<file path="config.mk">
export PLATFORM = sky130hd
export DESIGN_NAME = uart_tx_chunk_arbiter_flat
export DESIGN_NICKNAME = d
export VERILOG_FILES = /design/src/rtl/uart_tx_chunk_arbiter_if.sv /design/src/rtl/uart_tx_chunk_arbiter.sv /design/src/flat_wrapper.sv
export SDC_FILE = /design/constraint.sdc
export NUM_CORES = 1
export LEC_CHECK = 0
export CORE_ASPECT_RATIO = 1.25
export CORE_MARGIN = 8
export CORE_UTILIZATION = 41
export DETAILED_ROUTE_END_ITERATION = 7
export MAX_ROUTING_LAYER = met4
export PLACE_DENSITY_LB_ADDON = 0.12
export SLEW_MARGIN = 10
export SYNTH_ARGS = -nofsm -noshare
export SYNTH_HDL_FRONTEND = slang
export SYNTH_SLANG_ARGS = --single-unit
</file>
<file path="constraint.sdc">
create_clock -name CLK -period 4.4 [get_ports CLK]
set_clock_uncertainty 0.05 [all_clocks]
set_input_delay 1.32 -clock CLK [delete_from_list [all_inputs] [get_ports CLK]]
set_output_delay 1.32 -clock CLK [all_outputs]
set_load 0.1 [all_outputs]
</file>
<file path="src/rtl/uart_tx_chunk_arbiter_if.sv">
// Purpose: bundles requester-side and chunker-side signals of the chunk arbiter.
// Latency: none (pure wiring).
// Backpressure: level valid held until one-cycle ack; chunker_done gates every grant.
interface uart_tx_chunk_arbiter_if #(
    parameter int NUM_REQUESTERS    = 2,
    parameter int GRANT_WIDTH       = 1,
    parameter int BUFFER_BYTE_SIZE  = 3,
    parameter int BUFFER_INDEX_SIZE = 32
);
    logic [NUM_REQUESTERS-1:0]                   req_valid;
    logic [NUM_REQUESTERS*BUFFER_INDEX_SIZE-1:0] req_byte_size;
    logic [NUM_REQUESTERS*BUFFER_BYTE_SIZE*8-1:0] req_bytes;
    logic [NUM_REQUESTERS*8-1:0]                 req_type;
    logic [NUM_REQUESTERS-1:0]                   req_ack;
    logic [NUM_REQUESTERS-1:0]                   req_reject;
    logic [NUM_REQUESTERS-1:0]                   req_done;
    logic                                        chunk_ready;
    logic [BUFFER_INDEX_SIZE-1:0]                chunk_byte_size;
    logic [BUFFER_BYTE_SIZE*8-1:0]               chunk_bytes;
    logic [7:0]                                  chunk_type;
    logic                                        chunker_done;
    logic                                        busy;
    logic [GRANT_WIDTH-1:0]                      grant_id;

    // Arbiter view.
    modport slave (
        input  req_valid, req_byte_size, req_bytes, req_type, chunker_done,
        output req_ack, req_reject, req_done, chunk_ready, chunk_byte_size,
               chunk_bytes, chunk_type, busy, grant_id
    );

    // Requester/chunker view.
    modport master (
        output req_valid, req_byte_size, req_bytes, req_type, chunker_done,
        input  req_ack, req_reject, req_done, chunk_ready, chunk_byte_size,
               chunk_bytes, chunk_type, busy, grant_id
    );
endinterface

</file>
<file path="src/rtl/uart_tx_chunk_arbiter.sv">
// Purpose: round-robin share of one typed chunker among several chunk requesters.
// Latency: valid seen in IDLE with chunker idle -> ack and chunk_ready next cycle.
// Backpressure: no grant while chunker_done is low; losers hold valid until granted.
module uart_tx_chunk_arbiter #(
    parameter int NUM_REQUESTERS    = 2,
    parameter int GRANT_WIDTH       = 1,
    parameter int BUFFER_BYTE_SIZE  = 3,
    parameter int BUFFER_INDEX_SIZE = 32
) (
    input  logic                  CLK,
    input  logic                  RST_N,
    uart_tx_chunk_arbiter_if.slave bus
);
    localparam int PW = BUFFER_BYTE_SIZE * 8;

    typedef enum logic [1:0] {
        IDLE      = 2'd0,
        ISSUE     = 2'd1,
        WAIT_DONE = 2'd2,
        HOLD      = 2'd3
    } state_t;

    state_t                        state;
    state_t                        state_nxt;
    logic [GRANT_WIDTH-1:0]        grant_id_q;
    logic [NUM_REQUESTERS-1:0]     ack_q;
    logic [NUM_REQUESTERS-1:0]     reject_q;
    logic [NUM_REQUESTERS-1:0]     done_q;
    logic [BUFFER_INDEX_SIZE-1:0]  size_q;
    logic [PW-1:0]                 bytes_q;
    logic [7:0]                    type_q;

    logic                          hi_found;
    logic                          lo_found;
    logic [GRANT_WIDTH-1:0]        hi_sel;
    logic [GRANT_WIDTH-1:0]        lo_sel;
    logic                          sel_found;
    logic [GRANT_WIDTH-1:0]        sel;
    logic [NUM_REQUESTERS-1:0]     sel_onehot;
    logic [NUM_REQUESTERS-1:0]     gid_onehot;
    logic [BUFFER_INDEX_SIZE-1:0]  sel_size;
    logic [PW-1:0]                 sel_bytes;
    logic [7:0]                    sel_type;
    logic                          sel_ok;
    logic                          grant;

    // Round-robin pick: first valid index above the last grant, else first valid from 0.
    always_comb begin
        hi_found   = 1'b0;
        lo_found   = 1'b0;
        hi_sel     = '0;
        lo_sel     = '0;
        sel_onehot = '0;
        gid_onehot = '0;
        sel_size   = '0;
        sel_bytes  = '0;
        sel_type   = '0;
        for (int i = 0; i < NUM_REQUESTERS; i++) begin
            if (!hi_found && bus.req_valid[i] && (i > int'(grant_id_q))) begin
                hi_found = 1'b1;
                hi_sel   = GRANT_WIDTH'(i);
            end
            if (!lo_found && bus.req_valid[i]) begin
                lo_found = 1'b1;
                lo_sel   = GRANT_WIDTH'(i);
            end
        end
        sel_found = hi_found || lo_found;
        sel       = hi_found ? hi_sel : lo_sel;
        for (int i = 0; i < NUM_REQUESTERS; i++) begin
            sel_onehot[i] = (GRANT_WIDTH'(i) == sel);
            gid_onehot[i] = (GRANT_WIDTH'(i) == grant_id_q);
            if (GRANT_WIDTH'(i) == sel) begin
                sel_size  = bus.req_byte_size[i*BUFFER_INDEX_SIZE +: BUFFER_INDEX_SIZE];
                sel_bytes = bus.req_bytes[i*PW +: PW];
                sel_type  = bus.req_type[i*8 +: 8];
            end
        end
        // Size 0, oversize and type 0 would make the chunker misbehave.
        sel_ok = (sel_size != '0) &&
                 (sel_size <= BUFFER_INDEX_SIZE'(BUFFER_BYTE_SIZE)) &&
                 (sel_type != 8'd0);
        grant  = (state == IDLE) && bus.chunker_done && sel_found;
    end

    // State register.
    always_ff @(posedge CLK or negedge RST_N) begin
        if (!RST_N) begin
            state <= IDLE;
        end else begin
            state <= state_nxt;
        end
    end

    // Next-state logic; HOLD spans the reject pulse cycle plus one settle cycle.
    always_comb begin
        state_nxt = state;
        case (state)
            IDLE:      if (grant) state_nxt = sel_ok ? ISSUE : HOLD;
            ISSUE:     if (!bus.chunker_done) state_nxt = WAIT_DONE;
            WAIT_DONE: if (bus.chunker_done) state_nxt = IDLE;
            HOLD:      if (reject_q == '0) state_nxt = IDLE;
            default:   state_nxt = IDLE;
        endcase
    end

    // State-decoded outputs; the start strobe drops as soon as the chunker leaves idle.
    always_comb begin
        bus.chunk_ready = (state == ISSUE) && bus.chunker_done;
        bus.busy        = (state != IDLE);
    end

    // Capture registers, grant pointer and one-cycle handshake pulses.
    always_ff @(posedge CLK or negedge RST_N) begin
        if (!RST_N) begin
            grant_id_q <= GRANT_WIDTH'(NUM_REQUESTERS - 1);
            ack_q      <= '0;
            reject_q   <= '0;
            done_q     <= '0;
            size_q     <= '0;
            bytes_q    <= '0;
            type_q     <= '0;
        end else begin
            ack_q    <= '0;
            reject_q <= '0;
            done_q   <= '0;
            if (grant) begin
                grant_id_q <= sel;
                size_q     <= sel_size;
                bytes_q    <= sel_bytes;
                type_q     <= sel_type;
                ack_q      <= sel_onehot;
                if (!sel_ok) begin
                    reject_q <= sel_onehot;
                end
            end
            if ((state == WAIT_DONE) && bus.chunker_done) begin
                done_q <= gid_onehot;
            end
        end
    end

    assign bus.req_ack         = ack_q;
    assign bus.req_reject      = reject_q;
    assign bus.req_done        = done_q;
    assign bus.chunk_byte_size = size_q;
    assign bus.chunk_bytes     = bytes_q;
    assign bus.chunk_type      = type_q;
    assign bus.grant_id        = grant_id_q;
endmodule
</file>
<file path="src/flat_wrapper.sv">
// flat-port wrapper written by rule: the top's interface ports become plain ports
module uart_tx_chunk_arbiter_flat 
#(
    parameter int NUM_REQUESTERS    = 2,
    parameter int GRANT_WIDTH       = 1,
    parameter int BUFFER_BYTE_SIZE  = 3,
    parameter int BUFFER_INDEX_SIZE = 32
)
  (CLK, RST_N, bus_req_valid, bus_req_byte_size, bus_req_bytes, bus_req_type, bus_chunker_done, bus_req_ack, bus_req_reject, bus_req_done, bus_chunk_ready, bus_chunk_byte_size, bus_chunk_bytes, bus_chunk_type, bus_busy, bus_grant_id);
  uart_tx_chunk_arbiter_if #(.NUM_REQUESTERS(NUM_REQUESTERS), .GRANT_WIDTH(GRANT_WIDTH), .BUFFER_BYTE_SIZE(BUFFER_BYTE_SIZE), .BUFFER_INDEX_SIZE(BUFFER_INDEX_SIZE)) bus_i ();
  input  logic CLK;
  input  logic RST_N;
  input wire logic [$bits(bus_i.req_valid)-1:0] bus_req_valid;
  input wire logic [$bits(bus_i.req_byte_size)-1:0] bus_req_byte_size;
  input wire logic [$bits(bus_i.req_bytes)-1:0] bus_req_bytes;
  input wire logic [$bits(bus_i.req_type)-1:0] bus_req_type;
  input wire logic [$bits(bus_i.chunker_done)-1:0] bus_chunker_done;
  output wire logic [$bits(bus_i.req_ack)-1:0] bus_req_ack;
  output wire logic [$bits(bus_i.req_reject)-1:0] bus_req_reject;
  output wire logic [$bits(bus_i.req_done)-1:0] bus_req_done;
  output wire logic [$bits(bus_i.chunk_ready)-1:0] bus_chunk_ready;
  output wire logic [$bits(bus_i.chunk_byte_size)-1:0] bus_chunk_byte_size;
  output wire logic [$bits(bus_i.chunk_bytes)-1:0] bus_chunk_bytes;
  output wire logic [$bits(bus_i.chunk_type)-1:0] bus_chunk_type;
  output wire logic [$bits(bus_i.busy)-1:0] bus_busy;
  output wire logic [$bits(bus_i.grant_id)-1:0] bus_grant_id;
  assign bus_i.req_valid = bus_req_valid;
  assign bus_i.req_byte_size = bus_req_byte_size;
  assign bus_i.req_bytes = bus_req_bytes;
  assign bus_i.req_type = bus_req_type;
  assign bus_i.chunker_done = bus_chunker_done;
  assign bus_req_ack = bus_i.req_ack;
  assign bus_req_reject = bus_i.req_reject;
  assign bus_req_done = bus_i.req_done;
  assign bus_chunk_ready = bus_i.chunk_ready;
  assign bus_chunk_byte_size = bus_i.chunk_byte_size;
  assign bus_chunk_bytes = bus_i.chunk_bytes;
  assign bus_chunk_type = bus_i.chunk_type;
  assign bus_busy = bus_i.busy;
  assign bus_grant_id = bus_i.grant_id;
  uart_tx_chunk_arbiter #(.NUM_REQUESTERS(NUM_REQUESTERS), .GRANT_WIDTH(GRANT_WIDTH), .BUFFER_BYTE_SIZE(BUFFER_BYTE_SIZE), .BUFFER_INDEX_SIZE(BUFFER_INDEX_SIZE)) u_core (.CLK(CLK), .RST_N(RST_N), .bus(bus_i));
endmodule
</file>
Word level (Yosys, flattened, before mapping)

Index checks and enable logic that the tools add are counted.

Flip-flop bits (word level): 73
Input bits: 133
Output and inout bits: 73

Magnitude comparators: 2
Equal/unequal tests: 7
Mux-type cells: 18
Bitwise operators: 2
Reductions and logical operators: 16

Operators by type and width:

| cell                                                   | count |
|---|---|
| <= comparator 32 x 2 -> 1 bit (second input constant)  | 1 |
| 2-to-1 mux 32 bit                                      | 1 |
| nonzero test 32 bit                                    | 1 |
| 2-to-1 mux 24 bit                                      | 1 |
| 2-to-1 mux 2 bit                                       | 9 |
| logical AND 1 bit                                      | 8 |
| 2-to-1 mux 8 bit                                       | 1 |
| one-hot mux 2 bit (4 select lines)                     | 1 |
| nonzero test 8 bit                                     | 1 |
| 2-to-1 mux 1 bit                                       | 5 |
| == test 2 bit (second input constant)                  | 2 |
| zero test 2 bit                                        | 2 |
| inequality test 2 x 1 -> 1 bit (second input constant) | 2 |
| inequality test 2 bit (second input constant)          | 2 |
| AND reduction 4 bit                                    | 1 |
| == test 2 x 1 -> 1 bit (second input constant)         | 1 |
| NOT 1 bit                                              | 2 |
| nonzero test 2 bit                                     | 1 |
| greater-than comparator 1 bit (first input constant)   | 1 |
| zero test 1 bit                                        | 1 |
| logical OR 1 bit                                       | 1 |

Depth between registers and ports, before layout

Gate-level depths: netlist (run 1).

Depth after elaboration: 12
Depth in mapped cells: 7
Gate-level depth less buffers: 4

Worst setup path before layout (run 1)

OpenSTA, ideal clock, no wires.

Path kind: input to output
From: input bus_chunker_done
To: output bus_chunk_ready
Arrival time: 1.817 ns
Data required time: 3.030 ns
Path slack: 1.213 ns
Stages on the path: 1
Buffers on the path: 0
Path through: and3_2

Cells in the longest elaborated chain, start to end: 1

Ends and longest elaborated chain:

| what              | RTL line                     | source |
|---|---|---|
| start, declared   | flat_wrapper.sv:17           | `input wire logic [$bits(bus_i.chunker_done)-1:0] bus_chunker_done;` |
| logical AND 1 bit | uart_tx_chunk_arbiter.sv:109 | `bus.chunk_ready = (state == ISSUE) && bus.chunker_done;` |
| end, declared     | flat_wrapper.sv:21           | `output wire logic [$bits(bus_i.chunk_ready)-1:0] bus_chunk_ready;` |

Every way passes these cells.

Worst setup path in the final report (run 1)

Same ends and word-level chain as after synthesis.

==> results of run 1 <==
-- flip-flops by register name, indices dropped and copies added (netlist names) --
| signal | count |
|---|---|
| u_core.bus.grant_id | 1 |
| u_core.bus.chunk_type | 8 |
| u_core.bus.chunk_byte_size | 32 |
| u_core.bus.req_done | 2 |
| u_core.state | 2 |
| u_core.bus.req_ack | 2 |
| u_core.bus.chunk_bytes | 24 |
| u_core.bus.req_reject | 2 |
-- worst paths after layout --
kind	to	slack (ns)	cells after the start	from
min in group asynchronous	u_core.bus.req_done[1]	1.04	1	RST_N
max in group asynchronous	u_core.bus.chunk_byte_size[30]	2.64	1	RST_N
setup / recovery	bus_chunk_ready	0.71	3	bus_chunker_done
hold reg to reg	u_core.bus.chunk_bytes[9]	0.43	2	u_core.bus.chunk_bytes[9]
hold / removal	u_core.bus.chunk_bytes[9]	0.43	2	u_core.bus.chunk_bytes[9]
setup reg to reg	u_core.bus.chunk_byte_size[13]	2.36	4	u_core.state[0]
-- layout make-up --
cell class	count	area [um2]
fill	707	2770
timing repair buffer	209	2100
sequential	73	1830
multi-input combinational	240	1560
clock buffer	13	159
tap	120	150
clock inverter	3	40.0
inverter	2	7.51
-- critical path: cells and delay by family --
family	cells	cell delay (ns)
buf+inv	2	0.75
simple gates	1	0.24
-- layer usage --
layer	vias up	track usage [%]
met2	143	29.7
met5	-	-
met4	0	9.01
li1	1595	-
met3	19	6.56
met1	1524	22.4
-- logic make-up (layout without fill, tap and decap cells) --
kind of cell           count (synthesis)  after routing
AND/OR/NAND/NOR                      100            100
AO/OA/AOI/OAI                         76             76
flip-flops                            73             73
multiplexers                          64             64
buffers and inverters                 25            227
-- cells in the mapped netlist (2+ instances only) --
master,n,area share (%)
o211ai_1,2,0.42
o21ai_2,4,0.98
o21ai_0,46,6.4
o21ai_1,17,2.4
nor2_1,4,0.42
buf_2,4,0.56
nor4_1,18,3.1
clkbuf_1,6,0.63
inv_1,2,0.21
nand4_1,2,0.35
clkbuf_8,6,2.3
nor3_1,2,0.28
nand2_1,64,6.7
dfrtp_1,72,50
buf_4,4,0.84
mux2i_1,64,18
-- through the flow --
stage	hold WS, ns	cells	cell area (um2)	setup slack (ns)
global placement	0.411	644	5640	0.733
detailed placement	0.416	644	5640	0.707
finish	0.429	660	5840	0.706
CTS	0.433	660	5840	0.707
global route	0.450	660	5840	0.685
floorplan	0.464	338	3580	1.21
==> impl_metrics.json, run 1 <==
{
  "outcome": "finished, final reports clean",
  "worstPathArrival_ns": 2.32,
  "synthAdderAreaFrac_pct": 0,
  "synth_top_family_by_area": "multiplexers",
  "wl_met1_um": 4770,
  "drtIter0Drc": 74,
  "port_buffers": 205,
  "synth_simple_gate_area_share_pct": 13.3,
  "tns_ns": 0,
  "crit_path_top_delay_cell": "clkdlybuf4s50_1",
  "synth_edf_count": 0,
  "syn2layout_area_growth_pct": 63.3,
  "cts_repair_resize_count": 0,
  "layout_common_cells": "clkdlybuf4s50_1, dfrtp_1, mux2i_1, nand2_1, o21ai_0",
  "dpl.hpwl_um": 9090,
  "cts_tree": "yes",
  "routed-wl-met2_um": 5380,
  "core.rowCount": 38,
  "max_cap_violations": 0,
  "hold_viol_final": 0,
  "insertedDiodeCount": 0,
  "drive_gt1_share_pct": 6.30,
  "die_w_um": 99.5,
  "syn_area_um2": 3580,
  "yosys.cell_types.count": 37,
  "die_height_um": 120,
  "crit_chain": "clkdlybuf4s50_1, and3_2, buf_12",
  "cp.required_ns": 3.03,
  "grt_setup_unrepaired": "no",
  "finalCritPeriodShare_pct": 83.9,
  "grt_pass1_vias": 3499,
  "clkTransAtPathRegs_ns": 0.07,
  "max_freq_mhz": 271,
  "synth_xor_area_share_pct": 0,
  "critPathKind": "in -> out",
  "setup_viol": 0,
  "synth_flop_cell": "dfrtp_1",
  "grt_first_pass_wirelength_um": 17700,
  "clk_latency_ns": 0.34,
  "grtUsageTotal_pct": 19.4,
  "wl_met3_um": 934,
  "root_buffer": "clkbuf_8",
  "synth_warnings": 0,
  "cts_buffers": 9,
  "utilization_pct": 67.9,
  "viasPerCell": 4.97,
  "drc": 0,
  "die_area_um2": 12000,
  "cts_buffer_depth": 2,
  "cts.sinks": 73,
  "initial_core_util_pct": 41.6,
  "gp_congestion": 0.915,
  "fin_crit_ns": 3.69,
  "wirelength_um": 11400,
  "ctsHoldBuffers": 0,
  "grt_max_degree": 109,
  "wire_per_inst_um": 17.3,
  "highest_layer": "met4",
  "synthArstFlopShare_pct": 100,
  "synth_compound_area_share_pct": 11.9,
  "cpPeakStageDelay_ns": 0.58,
  "tightestPinTransition_ns": 1.03,
  "synth-seq-area-share_pct": 51.1,
  "antenna_found_initial": 0,
  "syn_nets": 471,
  "synth_cells": 338,
  "maxSlewHeadroom_pct": 31.1,
  "critPathMaxFanout": 5,
  "cts_max_level": 3,
  "drv_slew": 0,
  "core_area_um2": 8610,
  "endpoint_kind": "primary output",
  "final_common_cell": "clkdlybuf4s50_1",
  "yosys-mux-area-fraction_pct": 17.9,
  "drt_pass1_iterations": 4,
  "cts_setup_buffers": 0,
  "min_path_type": "reg -> reg",
  "ant_nets": 0,
  "vias": 3281,
  "syn_avg_cell_area_um2": 10.6,
  "ios": 206,
  "nets": 668,
  "worstSetupStartpointType": "input pin",
  "grt_overflow_total": 0,
  "ys_ff_latch": 73
}
Power of run 1 is left out: the tool's default activity adds up to more than one toggle a clock period on the data nets, which glitch-free logic cannot reach.
==> run 2: changes to the inputs <==
--- a/config.mk
+++ b/config.mk
@@ -7,7 +7,7 @@
 export LEC_CHECK = 0
 export CORE_ASPECT_RATIO = 1.25
 export CORE_MARGIN = 8
-export CORE_UTILIZATION = 41
+export CORE_UTILIZATION = 38
 export DETAILED_ROUTE_END_ITERATION = 7
 export MAX_ROUTING_LAYER = met4
 export PLACE_DENSITY_LB_ADDON = 0.12
==> constraint.sdc (replaced) <==
create_clock -name CLK -period 3.6 [get_ports CLK]
set_clock_uncertainty 0.05 [all_clocks]
set_input_delay 1.08 -clock CLK [delete_from_list [all_inputs] [get_ports CLK]]
set_output_delay 1.08 -clock CLK [all_outputs]
set_load 0.1 [all_outputs]
==> run 2 against run 1 <==
  * Critical path depth stayed put
  * Largest cell class unchanged
  * Flip-flop and latch count stayed put
  * Non-clock buffer count grew 3
  * Via count fell by 0.82%
  * Global-route usage decreased by 0.64 points
  * Worst hold slack got worse by 0.0035 ns
  * Register-to-register slack got worse by 0.52 ns
  * Critical path type unchanged
  * Sequential share of layout area hardly changed
  * Setup slack lost 0.31 ns
  * First-iteration DRC count down 24%
==> impl_metrics.json, run 2 (synthesized netlist as in run 1, its figures left out) <==
{
  "outcome": "finished, final reports clean",
  "grt_pass1_vias": 3477,
  "max_cap_violations": 0,
  "grt_use_met1_pct": 20.8,
  "fin_crit_ns": 3.20,
  "core_area_um2": 9170,
  "grt_util_met3_pct": 6.88,
  "tightestPinTransition_ns": 0.921,
  "ctsHoldBuffers": 0,
  "setup_viol": 0,
  "grt-busiest-layer": "met2",
  "critical_path.top_delay_family": "buffers and inverters",
  "die_height_um": 124,
  "drc": 0,
  "clk_latency_ns": 0.33,
  "cts_repair_resize_count": 0,
  "viasPerCell": 4.88,
  "worstSetupStartpointType": "input pin",
  "layout_common_cells": "clkdlybuf4s50_1, buf_4, dfrtp_1, mux2i_1, nand2_1",
  "maxSlewHeadroom_pct": 38.6,
  "worstPathArrival_ns": 2.07,
  "finalCritPeriodShare_pct": 88.9,
  "final_common_cell": "clkdlybuf4s50_1",
  "critPathKind": "in -> out",
  "n_fill_cell": 800,
  "critPathMaxFanout": 5,
  "layout.area.seq_um2": 1830,
  "die_area_um2": 12800,
  "grt_max_degree": 74,
  "max_freq_mhz": 312,
  "cts.sinks": 73,
  "grt_first_pass_wirelength_um": 17900,
  "initial_core_util_pct": 39.0,
  "root_buffer": "clkbuf_16",
  "die_w_um": 103,
  "port_buffers": 205,
  "cts_buffer_depth": 2,
  "grtUsageMet2_pct": 29.2,
  "cts_max_level": 3,
  "grtUsageTotal_pct": 18.7,
  "cpPeakStageDelay_ns": 0.58,
  "clkTransAtPathRegs_ns": 0.05,
  "syn2layout_area_growth_pct": 63.5,
  "wirelength_um": 11700,
  "vias": 3254,
  "cp.required_ns": 2.47,
  "drtIter0Drc": 56,
  "grt_setup_unrepaired": "no",
  "tns_ns": 0,
  "gp_congestion": 0.857,
  "antenna_found_initial": 1,
  "multi_input_area_um2": 1560,
  "dpl.hpwl_um": 9430,
  "drv_slew": 0,
  "cts_buffers": 9,
  "cts_setup_buffers": 0,
  "nets": 671,
  "drive_gt1_share_pct": 20.3,
  "largest_reg_flops": 32,
  "hold_viol_final": 0,
  "drt_pass1_iterations": 4,
  "crit_chain": "clkdlybuf4s50_1, and3_2, buf_12",
  "cp.buffers_inverters": 2,
  "grt_overflow_total": 0,
  "cts_tree": "yes",
  "ant_nets": 0,
  "core.rowCount": 39,
  "min_path_type": "reg -> reg",
  "ios": 206,
  "crit_path_top_delay_cell": "clkdlybuf4s50_1",
  "wire_per_inst_um": 17.5,
  "endpoint_kind": "primary output"
}
run 2: cell types whose count changed in the layout (fill, tap and decap cells not counted), moves of 2 or more:
cell             before  now
buf_12                2    4
buf_4                 5   77
clkbuf_1              2    0
clkbuf_16             0    9
clkbuf_8             11    2
clkdlybuf4s50_1     202  131
run 2: final timing paths:
kind	startpoint	endpoint	slack [ns]	cells after the start
min in group asynchronous	RST_N	u_core.bus.chunk_type[6]	0.80	1
min	u_core.bus.chunk_byte_size[26]	u_core.bus.chunk_byte_size[26]	0.43	2
max reg2reg	u_core.state[0]	u_core.state[1]	1.84	4
max	bus_chunker_done	bus_chunk_ready	0.40	3
max in group asynchronous	RST_N	u_core.bus.chunk_bytes[0]	2.06	1
min reg2reg	u_core.bus.chunk_byte_size[26]	u_core.bus.chunk_byte_size[26]	0.43	2
run 2: through the flow:
stage | utilization, % | hold slack (ns) | setup WS [ns] | cells | area, um2
final | 63.7 | 0.425 | 0.399 | 667 | 5850
after global routing | 63.7 | 0.450 | 0.366 | 667 | 5850
after CTS | 63.7 | 0.434 | 0.399 | 666 | 5850
after detailed placement | 60.1 | 0.422 | 0.395 | 650 | 5520
after global placement | 60.1 | 0.415 | 0.417 | 650 | 5520
after floorplan | - | 0.464 | 0.893 | 338 | 3580
run 2: metal layers:
metal,part of all wire (%),up-vias
li1,-,1608
met1,39,1465
met2,47,157
met3,11,24
met4,2.8,0
met5,0,-
run 2: area by class of cell:
| type | instances | share of cell area, % |
|---|---|---|
| clock inverter | 5 | 1.33 |
| antenna | 1 | 0.0428 |
| clock buffer | 11 | 4.32 |
| inverter | 2 | 0.128 |
| sequential | 73 | 31.3 |
| tap | 123 | 2.63 |
| multi-input combinational | 240 | 26.6 |
| timing repair buffer | 212 | 33.7 |
run 2: worst register-to-register path: stages, from the launching register on:
cell and delay (ns):
dfrtp_1 0.42, nand2b_4 0.17, or3_4 0.51, buf_12 0.27
o31ai_1 0.26
Power of run 2 is left out for the same reason.
==> run 3: changes to the inputs <==
--- a/config.mk
+++ b/config.mk
@@ -7,7 +7,8 @@
 export LEC_CHECK = 0
 export CORE_ASPECT_RATIO = 1.25
 export CORE_MARGIN = 8
-export CORE_UTILIZATION = 38
+export CORE_UTILIZATION = 39
+export CTS_BUF_LIST = sky130_fd_sc_hd__clkbuf_2
 export DETAILED_ROUTE_END_ITERATION = 7
 export MAX_ROUTING_LAYER = met4
 export PLACE_DENSITY_LB_ADDON = 0.12
==> run 3 against run 2 <==
  * First-iteration DRC count grew 38%
  * Global-route usage rose by 0.64 points
  * Core utilization shrank 1.9 points
  * Critical path depth is the same
  * Flip-flop and latch count is the same
  * Die area is 2.2% lower
  * Critical path type unchanged
==> impl_metrics.json, run 3 (synthesized netlist as in run 1, its figures left out) <==
{
  "outcome": "finished, final reports clean",
  "core.rowCount": 39,
  "ctsHoldBuffers": 0,
  "finalCritPeriodShare_pct": 89.2,
  "tightestPinTransition_ns": 0.906,
  "hold_path_end": "u_core.bus.chunk_byte_size[28]",
  "cts_buffers": 9,
  "critPathMaxFanout": 5,
  "dpl.hpwl_um": 9530,
  "fin_crit_ns": 3.21,
  "drtIter0Drc": 77,
  "die_w_um": 102,
  "grt_max_degree": 81,
  "cts_buffer_depth": 2,
  "cts_max_level": 3,
  "hold_viol_final": 0,
  "n_fill_cell": 787,
  "insertedDiodeCount": 0,
  "drive_gt1_share_pct": 19.4,
  "wirelength_um": 11700,
  "ff2ff_setup_slack_ns": 1.78,
  "critPathKind": "in -> out",
  "final_common_cell": "clkdlybuf4s50_1",
  "initial_core_util_pct": 39.6,
  "wire_per_inst_um": 17.7,
  "root_buffer": "clkbuf_2",
  "antenna_found_initial": 0,
  "core_area_um2": 9030,
  "grt_overflow_total": 0,
  "grt_first_pass_wirelength_um": 18100,
  "ant_nets": 0,
  "drv_slew": 0,
  "port_buffers": 205,
  "cts_setup_buffers": 0,
  "vias": 3266,
  "tns_ns": 0,
  "cts.sinks": 73,
  "worstPathArrival_ns": 2.08,
  "grt_pass1_vias": 3450,
  "largest_reg_flops": 32,
  "layout.area.seq_um2": 1830,
  "drt_pass1_iterations": 4,
  "r2r-start": "u_core.bus.grant_id",
  "clk_latency_ns": 0.51,
  "reg2regPathDepth": 4,
  "gp_congestion": 0.848,
  "die_area_um2": 12500,
  "grtUsageTotal_pct": 19.3,
  "worstSetupStartpointType": "input pin",
  "min_from": "u_core.bus.chunk_byte_size[28]",
  "die_height_um": 123,
  "maxSlewHeadroom_pct": 39.6,
  "clkTransAtPathRegs_ns": 0.17,
  "min_path_type": "reg -> reg",
  "ios": 206,
  "hold_depth": 2,
  "r2r-end": "u_core.bus.chunk_byte_size[25]",
  "whs_ns": 0.452,
  "multi_input_area_um2": 1560,
  "cp.required_ns": 2.47,
  "fin_area_um2": 5590,
  "drc": 0,
  "setup_viol": 0,
  "syn2layout_area_growth_pct": 56.1,
  "viasPerCell": 4.93,
  "max_cap_violations": 0,
  "nets": 669,
  "layout_common_cells": "clkdlybuf4s50_1, buf_4, dfrtp_1, mux2i_1, nand2_1",
  "endpoint_kind": "primary output",
  "grt_setup_unrepaired": "no",
  "cts_tree": "yes",
  "cts_repair_resize_count": 0,
  "place_area_um2": 5490,
  "max_freq_mhz": 311
}
run 3: layout make-up:
class,instances,area share (%)
tap,123,2.76
clock inverter,5,0.851
sequential,73,32.7
clock buffer,10,0.896
multi-input combinational,240,27.9
inverter,2,0.134
timing repair buffer,210,34.8
run 3: worst max-delay path, cell delays in order:
cell	delay, ns
clkdlybuf4s50_1	0.58
and3_2	0.24
buf_12	0.17
run 3: how the worst max path moves through the flow:
stage,start,end,cells past startpoint
floorplan,bus_chunker_done,bus_chunk_ready,1
global placement,bus_chunker_done,bus_chunk_ready,3
detailed placement,bus_chunker_done,bus_chunk_ready,3
CTS,bus_chunker_done,bus_chunk_ready,3
global route,bus_chunker_done,bus_chunk_ready,3
finish,bus_chunker_done,bus_chunk_ready,3
run 3: routing by layer:
metal / global-route usage [%] / share of wire (%)
met5: - / 0
met4: 10.3 / 3.3
met3: 5.97 / 8.0
met2: 28.9 / 48
met1: 22.9 / 41
run 3: through the flow:
| stage | utilization, % | setup WS (ns) | instances |
|---|---|---|---|
| floorplan | - | 0.893 | 338 |
| CTS | 61.9 | 0.390 | 663 |
| detailed placement | 60.8 | 0.392 | 648 |
| global route | 61.9 | 0.372 | 663 |
| finish | 61.9 | 0.389 | 663 |
| global placement | 60.8 | 0.417 | 648 |
Power of run 3 is left out for the same reason.
